### config.mk
export PLATFORM = sky130hd
export DESIGN_NAME = ifu_ysyx
export DESIGN_NICKNAME = d
export VERILOG_FILES = /design/src/rtl/ifu_ysyx_pkg.sv /design/src/rtl/ifu_ysyx.sv
export SDC_FILE = /design/constraint.sdc
export NUM_CORES = 1
export LEC_CHECK = 0
export CAP_MARGIN = 20
export CORE_MARGIN = 2
export CORE_UTILIZATION = 66
export CTS_CLUSTER_DIAMETER = 200
export DETAILED_ROUTE_END_ITERATION = 8
export DONT_BUFFER_PORTS = 1
export GPL_TIMING_DRIVEN = 0
export PLACE_DENSITY = 0.94
export SKIP_LAST_GASP = 1
export SLEW_MARGIN = 15
export SYNTH_ARGS = -nofsm -noshare
export SYNTH_HDL_FRONTEND = slang
export SYNTH_SLANG_ARGS = --single-unit
### constraint.sdc
create_clock -name clk -period 6.2 [get_ports clk]
set_input_delay 1.24 -clock clk [delete_from_list [all_inputs] [get_ports clk]]
set_output_delay 1.24 -clock clk [all_outputs]
set_load 0.1 [all_outputs]
### src/rtl/ifu_ysyx_pkg.sv
// Shared definitions for the instruction fetch unit: FSM states, fault codes
// and the default boot address. Decode imports the fault codes from here too.
package ifu_ysyx_pkg;

  typedef enum logic [2:0] {
    StBoot    = 3'd0,
    StFetchAr = 3'd1,
    StFetchR  = 3'd2,
    StHold    = 3'd3,
    StWaitPc  = 3'd4
  } ifu_state_e;

  typedef enum logic [1:0] {
    FaultOk       = 2'b00,
    FaultBus      = 2'b01,
    FaultMisalign = 2'b10
  } fault_e;

  localparam logic [31:0] DefaultResetPc = 32'h8000_0000;

  function automatic logic pc_aligned(input logic [31:0] addr);
    return addr[1:0] == 2'b00;
  endfunction

endpackage

### src/rtl/ifu_ysyx.sv
// Instruction fetch unit: one AXI4-Lite read per PC, presents {inst, pc, fault}
// to decode, then waits for the next PC from commit. One fetch in flight.
module ifu_ysyx
  import ifu_ysyx_pkg::*;
#(
  parameter logic [31:0] RESET_PC = DefaultResetPc
) (
  input  logic        clk,
  input  logic        reset,
  input  logic [31:0] pc_next,
  input  logic        pc_next_valid,
  output logic        pc_next_ready,
  output logic [31:0] araddr,
  output logic        arvalid,
  input  logic        arready,
  input  logic [31:0] rdata,
  input  logic [1:0]  rresp,
  input  logic        rvalid,
  output logic        rready,
  output logic [31:0] inst,
  output logic [31:0] pc,
  output logic        inst_valid,
  input  logic        inst_ready,
  output logic [1:0]  fault,
  output logic [31:0] fetch_count
);

  ifu_state_e  state_q;
  logic [31:0] pc_q;
  logic [31:0] inst_q;
  fault_e      fault_q;
  logic [31:0] count_q;

  always_ff @(posedge clk or posedge reset) begin
    if (reset) begin
      state_q <= StBoot;
      pc_q    <= RESET_PC;
      inst_q  <= '0;
      fault_q <= FaultOk;
      count_q <= '0;
    end else begin
      unique case (state_q)
        StBoot: state_q <= StFetchAr;
        StFetchAr: begin
          if (arready) state_q <= StFetchR;
        end
        StFetchR: begin
          if (rvalid) begin
            inst_q  <= rdata;
            fault_q <= (rresp != 2'b00) ? FaultBus : FaultOk;
            state_q <= StHold;
          end
        end
        StHold: begin
          if (inst_ready) begin
            count_q <= count_q + 32'd1;
            state_q <= StWaitPc;
          end
        end
        StWaitPc: begin
          if (pc_next_valid) begin
            pc_q <= pc_next;
            if (pc_aligned(pc_next)) begin
              state_q <= StFetchAr;
            end else begin
              // Misaligned target never reaches the bus; report it straight to decode.
              inst_q  <= '0;
              fault_q <= FaultMisalign;
              state_q <= StHold;
            end
          end
        end
        default: state_q <= StBoot;
      endcase
    end
  end

  // Handshakes depend on state alone so no input-to-output combinational path exists.
  assign arvalid       = (state_q == StFetchAr);
  assign rready        = (state_q == StFetchR);
  assign inst_valid    = (state_q == StHold);
  assign pc_next_ready = (state_q == StWaitPc);

  assign araddr      = pc_q;
  assign pc          = pc_q;
  assign inst        = inst_q;
  assign fault       = fault_q;
  assign fetch_count = count_q;

endmodule
# Word-level counts from Yosys, hierarchy flattened
# Index checks and enable logic that the tools add are counted.
# word_totals
output_inout_bits	134
in_bits	72
ff_bits	101
elab_cells	38
# op_classes
reduce_logical	8
n_addsub	1
n_eq_ne	9
n_mux	15
# ops
cell	n
32-bit two-way mux	3
32-bit one-hot mux with 2 select lines	1
32-bit by 1-bit adder with 32-bit output, second input constant	1
3-bit one-hot mux with 5 select lines	1
3-bit two-way mux	4
2-bit two-way mux	4
4-bit AND reduction	2
3-bit by 2-bit == test with 1-bit output, second input constant	2
2-bit inequality test, second input constant	3
2-bit by 1-bit inequality test with 1-bit output, second input constant	2
2-bit one-hot mux with 2 select lines	1
2-bit AND reduction	2
2-bit nonzero test	2
3-bit by 1-bit == test with 1-bit output, second input constant	1
3-bit == test, second input constant	1
3-bit logical NOT	1
2-bit logical NOT	1
1-bit two-way mux	1

# Logic depth before layout (Yosys ltp)
# Gate-level depths: netlist of the first run.
# logic_depth
depth_word	4
ltp_mapped	9
depth_no_buf	6

# Worst setup path before layout of the first run
# No wires, ideal clock.
# synth_path
kind	register to output
from	register state_q[0]
to	output port arvalid
t_required_ns	4.960
n_path_buf	1
stages_incl_launch_ff	4
arrival_time_ns	2.586
setup_slack_ns	2.374
path_cell_list	dfrtp_1 -> buf_4 -> inv_1 -> nor3_1
# synth_between
elab_chain_cells	1
# synth_lines
item	line	source
from (decl)	ifu_ysyx.sv:28	ifu_state_e state_q;
from (signal assigned)	ifu_ysyx.sv:36	state_q <= StBoot;
from (signal assigned)	ifu_ysyx.sv:43	StBoot: state_q <= StFetchAr;
from (signal assigned)	ifu_ysyx.sv:45	if (arready) state_q <= StFetchR;
3-bit by 1-bit == test with 1-bit output	ifu_ysyx.sv:79	assign arvalid = (state_q == StFetchAr);
to (decl)	ifu_ysyx.sv:14	output logic arvalid,
# No other way between the ends.

# Final worst setup path of the first run
# layout_path
from	register state_q[2]
to	output port rready
# layout_between
elab_chain_cells	1
# layout_lines
item	line	source
3-bit by 2-bit == test with 1-bit output	ifu_ysyx.sv:80	assign rready = (state_q == StFetchR);
to (decl)	ifu_ysyx.sv:19	output logic rready,
# No other way between the ends.

==> metrics.log, run 1 <==
INFO  metric status = finished, final reports clean
INFO  metric timing.critical_path.fanout_max = 6
INFO  metric dieArea = 7440 um^2
INFO  metric synthesis.area = 4470 um^2
INFO  metric grt_start_max_net_pins = 67
INFO  metric period_minus_slack = 3120 ps
INFO  metric synth.mux.area_fraction = 8.51%
INFO  metric cp_data_required_time = 4960 ps
INFO  metric place.detailed.hpwl = 7.31 mm
INFO  metric clk_transition_reported_paths = 100 ps
INFO  metric rr_endpoint = fetch_count[31]$_DFFE_PP0P_
INFO  metric regToRegSetupSlack = 3440 ps
INFO  metric timing.max_cap.violations = 0
INFO  metric global_route_wire_length_before_repair = 14.6 mm
INFO  metric gpl_wtd_cong = 0.838
INFO  metric core_region_area = 6460 um^2
INFO  metric first_iter_violations = 119
INFO  metric ctsHtreeMaxLevel = 3
INFO  metric cts_root_buffer = sky130_fd_sc_hd__clkbuf_8
INFO  metric place.port_buffers = 0
INFO  metric post-cts-setup-buffer-count = 0
INFO  metric route.detailed.wl_per_inst = 18.9 um
INFO  metric most-common-layout-cells = sky130_fd_sc_hd__dfrtp_1, sky130_fd_sc_hd__nand2_1, sky130_fd_sc_hd__buf_4, sky130_fd_sc_hd__mux2_2, sky130_fd_sc_hd__o21ai_0
INFO  metric drc_violations_left = 0
INFO  metric fin_crit_sh = 50.3%
INFO  metric rsz0062_at_grt = no
INFO  metric count_of_mapped_cells_out_of_synthesis = 410
INFO  metric nFillCells = 412
INFO  metric slowest_delay = 840 ps
INFO  metric route.antenna.remaining_nets = 0
INFO  metric top_level_port_count = 206
INFO  metric timing_worst_setup_path_type = reg2out
INFO  metric floorplan.die.height = 86.3 um
INFO  metric cts_hold_buffers = 0
INFO  metric final-seq-area = 2530 um^2
INFO  metric setup_tns = 0 ps
INFO  metric post_dp_cell_area = 4660 um^2
INFO  metric post_synth_xor_area_fraction = 6.08%
INFO  metric detailroute.via_count = 3005
INFO  metric initial_util = 69.2%
INFO  metric cts.sink_count = 101
INFO  metric cts_inserted_buffers = 9
INFO  metric antenna_violations_before_repair = 0
INFO  metric tritoncts = done
INFO  metric fraction_of_final_layout_cells_with_drive_strength_greater_than_1 = 24.9%
INFO  metric hold_start = state_q[2]$_DFFE_PP0P_
INFO  metric critPathLaunchType = flip-flop
INFO  metric gr-usage-all-layers = 25.6%
INFO  metric areaGrowthSynthToFinish = 10.4%
INFO  metric number_of_placement_rows = 29
INFO  metric postSynthRegisterBits = 101
INFO  metric post-place-cells = 491
INFO  metric r2r.worst_path.cells = 5
INFO  metric insertion_delay = 350 ps
INFO  metric seq_area_frac_synth = 56.6%
INFO  metric multi_input_comb_area = 1560 um^2
INFO  metric timing.hold.worst_path_depth = 1
INFO  metric critical_path.n_buffers_inverters = 0
INFO  metric achievable-frequency = 0.320 GHz
INFO  metric slew_viol_final = 0
INFO  metric cp_endpoint_kind = output port
INFO  metric synth-compound-area-share = 4.68%
INFO  metric final_instance_count_without_filler_cells = 507
INFO  metric most_common_cell_after_layout_fill_and_taps_aside = sky130_fd_sc_hd__dfrtp_1
INFO  metric hold_violations_final = 0
INFO  metric critical_path.slowest_cell = sky130_fd_sc_hd__nor2_2
INFO  metric nets = 498
INFO  metric finalInstanceArea = 4930 um^2
INFO  metric combinational_family_with_the_most_area_after_synthesis = simple AND/OR/NAND/NOR gates
INFO  metric grt-ovfl-total = 0
INFO  metric worst_slew_margin_rel = 27.9%
INFO  metric count_of_endpoints_failing_setup_in_the_final_report = 0
INFO  metric hold_path_class = reg2reg
INFO  metric cp_data_arrival_time = 1880 ps
INFO  metric grt_pass1_vias = 2991
INFO  metric finClkSkew = 9.60 ps
INFO  metric drt_pass1_iterations = 4
INFO  metric crit-reg2reg-launch = fetch_count[13]$_DFFE_PP0P_
INFO  metric tightestPinTransition = 1080 ps
INFO  metric final_core_util = 76.4%
INFO  metric clk_path_buf_depth = 2
INFO  metric crit_family = simple AND/OR/NAND/NOR gates
INFO  metric synth.distinct_cells = 36
INFO  metric syn_nets = 483
INFO  metric worst_hold_path.endpoint = state_q[0]$_DFFE_PP0P_
INFO  metric synth_adder_area_share = 0.280%
INFO  metric share_of_synthesized_cell_area_in_and_or_nand_and_nor_gates = 15.1%
INFO  metric die_w = 86.3 um
INFO  metric post_cts_resized = 0
INFO  metric crit_cells = 2
INFO  metric avgSynthCellArea = 10.9 um^2
INFO  metric synth-warning-count = 0
INFO  metric antenna_cells = 0
INFO  metric cp_cell_sequence = nand2b_1, nor2_2
INFO  metric drt_wl_total = 9.56 mm
INFO  metric detail_route.vias_per_cell = 5.93
==> cell families (layout without fill, tap and decap cells) <==
| group | count (synthesis) | count (layout) |
|---|---|---|
| multiplexers | 34 | 34 |
| flip-flops | 101 | 101 |
| XOR/XNOR | 31 | 31 |
| adder cells (fa/ha/maj) | 1 | 1 |
| AO/OA/AOI/OAI | 41 | 41 |
| AND/OR/NAND/NOR | 142 | 142 |
| buffers and inverters | 60 | 80 |
==> metrics by stage <==
step           hold WS (ps)  setup WS, ps
3_3_place_gp            530          1450
3_5_place_dp            567          3430
5_1_grt                 611          3030
4_1_cts                 578          3070
2_1_floorplan           504          2310
6_report                590          3080
==> flip-flops by register name (all words and copies together) (netlist names) <==
| signal | flops |
|---|---|
| araddr | 32 |
| fault | 2 |
| fetch_count | 32 |
| inst | 32 |
| state_q | 3 |
==> per-layer routing <==
layer	wire (um)	global-route usage [%]	vias up
met2	5150	45.5	167
met1	3410	29.8	1466
li1	-	-	1352
met5	0	0	-
met3	805	6.57	20
met4	190	9.94	0
==> final cells by class <==
class                      instances  share of cell area, %
buffer                            51                   7.23
clock inverter                     7                   2.94
inverter                           9                  0.736
tap                               77                   1.95
sequential                       101                   51.3
timing repair buffer               4                   1.75
clock buffer                       9                   2.51
multi-input combinational        249                   31.6
==> how the worst max path moves through the flow <==
stage | startpoint | endpoint | slack (ps)
5_1_grt | state_q[2]$_DFFE_PP0P_ | rready | 3030
6_report | state_q[2]$_DFFE_PP0P_ | rready | 3080
3_5_place_dp | inst_ready | fetch_count[13]$_DFFE_PP0P_ | 3430
4_1_cts | state_q[2]$_DFFE_PP0P_ | rready | 3070
3_3_place_gp | reset | inst[11]$_DFFE_PP0P_ | 1450
2_1_floorplan | reset | araddr[0]$_DFFE_PP0P_ | 2310
==> synthesized netlist by cell type <==
master | instances | share of area [%]
sky130_fd_sc_hd__and2_1 | 3 | 0.42
sky130_fd_sc_hd__o21ai_1 | 9 | 1.0
sky130_fd_sc_hd__nor2_1 | 16 | 1.3
sky130_fd_sc_hd__nand4b_4 | 1 | 0.53
sky130_fd_sc_hd__mux2_1 | 1 | 0.25
sky130_fd_sc_hd__o21ai_0 | 29 | 3.2
sky130_fd_sc_hd__buf_1 | 1 | 0.084
sky130_fd_sc_hd__nand3_1 | 11 | 1.2
sky130_fd_sc_hd__a21oi_1 | 2 | 0.22
sky130_fd_sc_hd__dfrtp_1 | 100 | 56
sky130_fd_sc_hd__and3_1 | 1 | 0.14
sky130_fd_sc_hd__nor4_1 | 1 | 0.14
sky130_fd_sc_hd__nand2_1 | 83 | 7.0
sky130_fd_sc_hd__and4_1 | 2 | 0.39
sky130_fd_sc_hd__clkbuf_1 | 5 | 0.42
sky130_fd_sc_hd__xnor2_1 | 22 | 4.3
sky130_fd_sc_hd__inv_2 | 1 | 0.084
sky130_fd_sc_hd__dfstp_2 | 1 | 0.59
sky130_fd_sc_hd__buf_4 | 36 | 6.0
sky130_fd_sc_hd__nand2_2 | 1 | 0.14
sky130_fd_sc_hd__or2_2 | 1 | 0.14
sky130_fd_sc_hd__buf_2 | 6 | 0.67
sky130_fd_sc_hd__nor4_4 | 1 | 0.48
sky130_fd_sc_hd__buf_6 | 3 | 0.76
sky130_fd_sc_hd__xor2_1 | 9 | 1.8
sky130_fd_sc_hd__o32ai_1 | 1 | 0.20
sky130_fd_sc_hd__nor4_2 | 2 | 0.56
sky130_fd_sc_hd__mux2_2 | 31 | 7.8
sky130_fd_sc_hd__mux2i_1 | 2 | 0.45
sky130_fd_sc_hd__nor3_1 | 5 | 0.56
sky130_fd_sc_hd__or4b_1 | 1 | 0.22
sky130_fd_sc_hd__inv_1 | 8 | 0.67
sky130_fd_sc_hd__nand2b_1 | 3 | 0.42
sky130_fd_sc_hd__nor3b_1 | 1 | 0.17
sky130_fd_sc_hd__ha_1 | 1 | 0.28
sky130_fd_sc_hd__nand4_1 | 9 | 1.3
Power of run 1 is not shown: default switching activity piles up to over one toggle a cycle in this logic, so the estimate is an artifact.
==> run 2: changes to the inputs <==
- CORE_UTILIZATION: 66 -> 63
- PLACE_DENSITY: 0.94 -> 0.91
- clock period: 6.2 -> 2.95 ns (I/O delays scaled with it)
==> run 2 against run 1 <==
Against the previous run:
- register-to-register slack got worse by 3200 ps
- largest cell class unchanged
- highest routed layer unchanged
- sequential cell count did not move
- count of clock-buffer cells in the layout rose by 3
- non-clock buffer count rose by 1
- utilization fell by 4.8 points
- setup slack got worse by 2800 ps
- final area fell by 0.81%
==> metrics.log, run 2 (same netlist as run 1, synthesis figures left out) <==
INFO  metric status = finished, final reports clean
INFO  metric timing.max_cap.violations = 0
INFO  metric tightestPinTransition = 1080 ps
INFO  metric top_level_port_count = 206
INFO  metric cp_data_arrival_time = 2890 ps
INFO  metric drc_violations_left = 0
INFO  metric drt_wl_total = 9.62 mm
INFO  metric count_of_endpoints_failing_setup_in_the_final_report = 0
INFO  metric grt_pass1_vias = 3105
INFO  metric achievable-frequency = 0.372 GHz
INFO  metric crit-reg2reg-launch = fetch_count[0]$_DFFE_PP0P_
INFO  metric gpl_wtd_cong = 0.798
INFO  metric first_iter_violations = 154
INFO  metric post-cts-setup-buffer-count = 0
INFO  metric gr-usage-all-layers = 25.1%
INFO  metric timing_worst_setup_path_type = reg2reg
INFO  metric slew_viol_final = 0
INFO  metric r2r.worst_path.cells = 6
INFO  metric cts_root_buffer = sky130_fd_sc_hd__clkbuf_8
INFO  metric initial_util = 65.4%
INFO  metric grtUsageMet3 = 6.06%
INFO  metric rr_endpoint = fetch_count[28]$_DFFE_PP0P_
INFO  metric number_of_placement_rows = 30
INFO  metric place.detailed.hpwl = 7.52 mm
INFO  metric cp_data_required_time = 3150 ps
INFO  metric global_route_wire_length_before_repair = 15.0 mm
INFO  metric route.antenna.remaining_nets = 0
INFO  metric place.port_buffers = 0
INFO  metric dieArea = 7780 um^2
INFO  metric drt_pass1_iterations = 4
INFO  metric critPathLaunchType = flip-flop
INFO  metric most-common-layout-cells = sky130_fd_sc_hd__dfrtp_1, sky130_fd_sc_hd__nand2_1, sky130_fd_sc_hd__buf_4, sky130_fd_sc_hd__mux2_2, sky130_fd_sc_hd__o21ai_0
INFO  metric regToRegSetupSlack = 260 ps
INFO  metric areaGrowthSynthToFinish = 9.49%
INFO  metric groute.layer.met1.usage = 28.7%
INFO  metric antenna_cells = 0
INFO  metric fraction_of_final_layout_cells_with_drive_strength_greater_than_1 = 24.6%
INFO  metric detail_route.vias_per_cell = 5.60
INFO  metric antenna_violations_before_repair = 0
INFO  metric ctsHtreeMaxLevel = 3
INFO  metric core_region_area = 6830 um^2
INFO  metric clk_transition_reported_paths = 100 ps
INFO  metric detailroute.via_count = 2950
INFO  metric worst_slew_margin_rel = 27.8%
INFO  metric timing.critical_path.fanout_max = 8
INFO  metric hold_path_class = in2async
INFO  metric tritoncts = done
INFO  metric grt.met2_usage = 46.1%
INFO  metric cts_hold_buffers = 0
INFO  metric route.detailed.wl_per_inst = 18.3 um
INFO  metric cts.sink_count = 101
INFO  metric finClkSkew = 14.9 ps
INFO  metric fin_crit_sh = 91.1%
INFO  metric cts_inserted_buffers = 9
INFO  metric insertion_delay = 350 ps
INFO  metric most_common_cell_after_layout_fill_and_taps_aside = sky130_fd_sc_hd__dfrtp_1
INFO  metric nets = 499
INFO  metric die_w = 88.2 um
INFO  metric global_route.peak_usage_layer = met2
INFO  metric cp_endpoint_kind = flip-flop
INFO  metric period_minus_slack = 2690 ps
INFO  metric hold_violations_final = 0
INFO  metric floorplan.die.height = 88.2 um
INFO  metric setup_tns = 0 ps
INFO  metric clk_path_buf_depth = 2
INFO  metric grt_start_max_net_pins = 32
INFO  metric grt-ovfl-total = 0
INFO  metric rsz0062_at_grt = no
run 2: cell count changes in the layout (fill, tap and decap cells not counted), moves of 2 or more:
cell | previous run | this run
sky130_fd_sc_hd__buf_12 | 0 | 3
sky130_fd_sc_hd__buf_16 | 3 | 1
sky130_fd_sc_hd__bufinv_16 | 4 | 1
sky130_fd_sc_hd__clkbuf_1 | 5 | 8
sky130_fd_sc_hd__inv_6 | 2 | 0
run 2: area by class of cell:
| cell class | instances | area (um^2) |
|---|---|---|
| clock inverter | 4 | 51.3 |
| buffer | 51 | 357 |
| timing repair buffer | 5 | 91.3 |
| clock buffer | 12 | 135 |
| sequential | 101 | 2530 |
| fill | 484 | 1940 |
| tap | 96 | 120 |
| multi-input combinational | 249 | 1570 |
| inverter | 9 | 37.5 |
run 2: worst max-delay path by stage:
stage | slack (ps) | depth (start not counted) | endpoint | startpoint
after floorplan | 320 | 5 | fetch_count[3]$_DFFE_PP0P_ | state_q[2]$_DFFE_PP0P_
after global placement | 110 | 5 | fetch_count[3]$_DFFE_PP0P_ | state_q[2]$_DFFE_PP0P_
after detailed placement | 150 | 5 | fetch_count[15]$_DFFE_PP0P_ | fetch_count[0]$_DFFE_PP0P_
after CTS | 120 | 5 | fetch_count[15]$_DFFE_PP0P_ | fetch_count[0]$_DFFE_PP0P_
after global routing | 100 | 6 | fetch_count[28]$_DFFE_PP0P_ | fetch_count[1]$_DFFE_PP0P_
final | 260 | 6 | fetch_count[28]$_DFFE_PP0P_ | fetch_count[0]$_DFFE_PP0P_
run 2: what timing repair did:
item | CTS | global route
hold endpoints to repair | 0 | 0
resized for setup | 0 | 1
setup endpoints to repair | 0 | 3
run 2: through the flow:
| stage | instances | hold WS [ps] | instance area (um^2) | util, % | setup slack, ps |
|---|---|---|---|---|---|
| floorplan | 410 | 521 | 4480 | - | 321 |
| global placement | 506 | 548 | 4600 | 67.3 | 108 |
| detailed placement | 511 | 473 | 4700 | 68.8 | 151 |
| CTS | 527 | 88.8 | 4890 | 71.5 | 124 |
| global route | 527 | 92.6 | 4890 | 71.6 | 104 |
| finish | 527 | 88.9 | 4890 | 71.6 | 263 |
run 2: worst max-delay path, stage by stage, from the launching register on:
cell	delay, ps
sky130_fd_sc_hd__dfrtp_1	1030
sky130_fd_sc_hd__ha_1	330
sky130_fd_sc_hd__nand2_1	100
sky130_fd_sc_hd__nor4_4	490
sky130_fd_sc_hd__nand2_2	150
sky130_fd_sc_hd__nor4_2	340
sky130_fd_sc_hd__xor2_1	100
run 2: routing by layer:
layer,vias to the layer above,share of wire (%)
met1,1445,37
met3,12,7.4
met4,0,1.3
li1,1356,-
met2,137,55
met5,-,0
Power of run 2 is left out for the same reason.
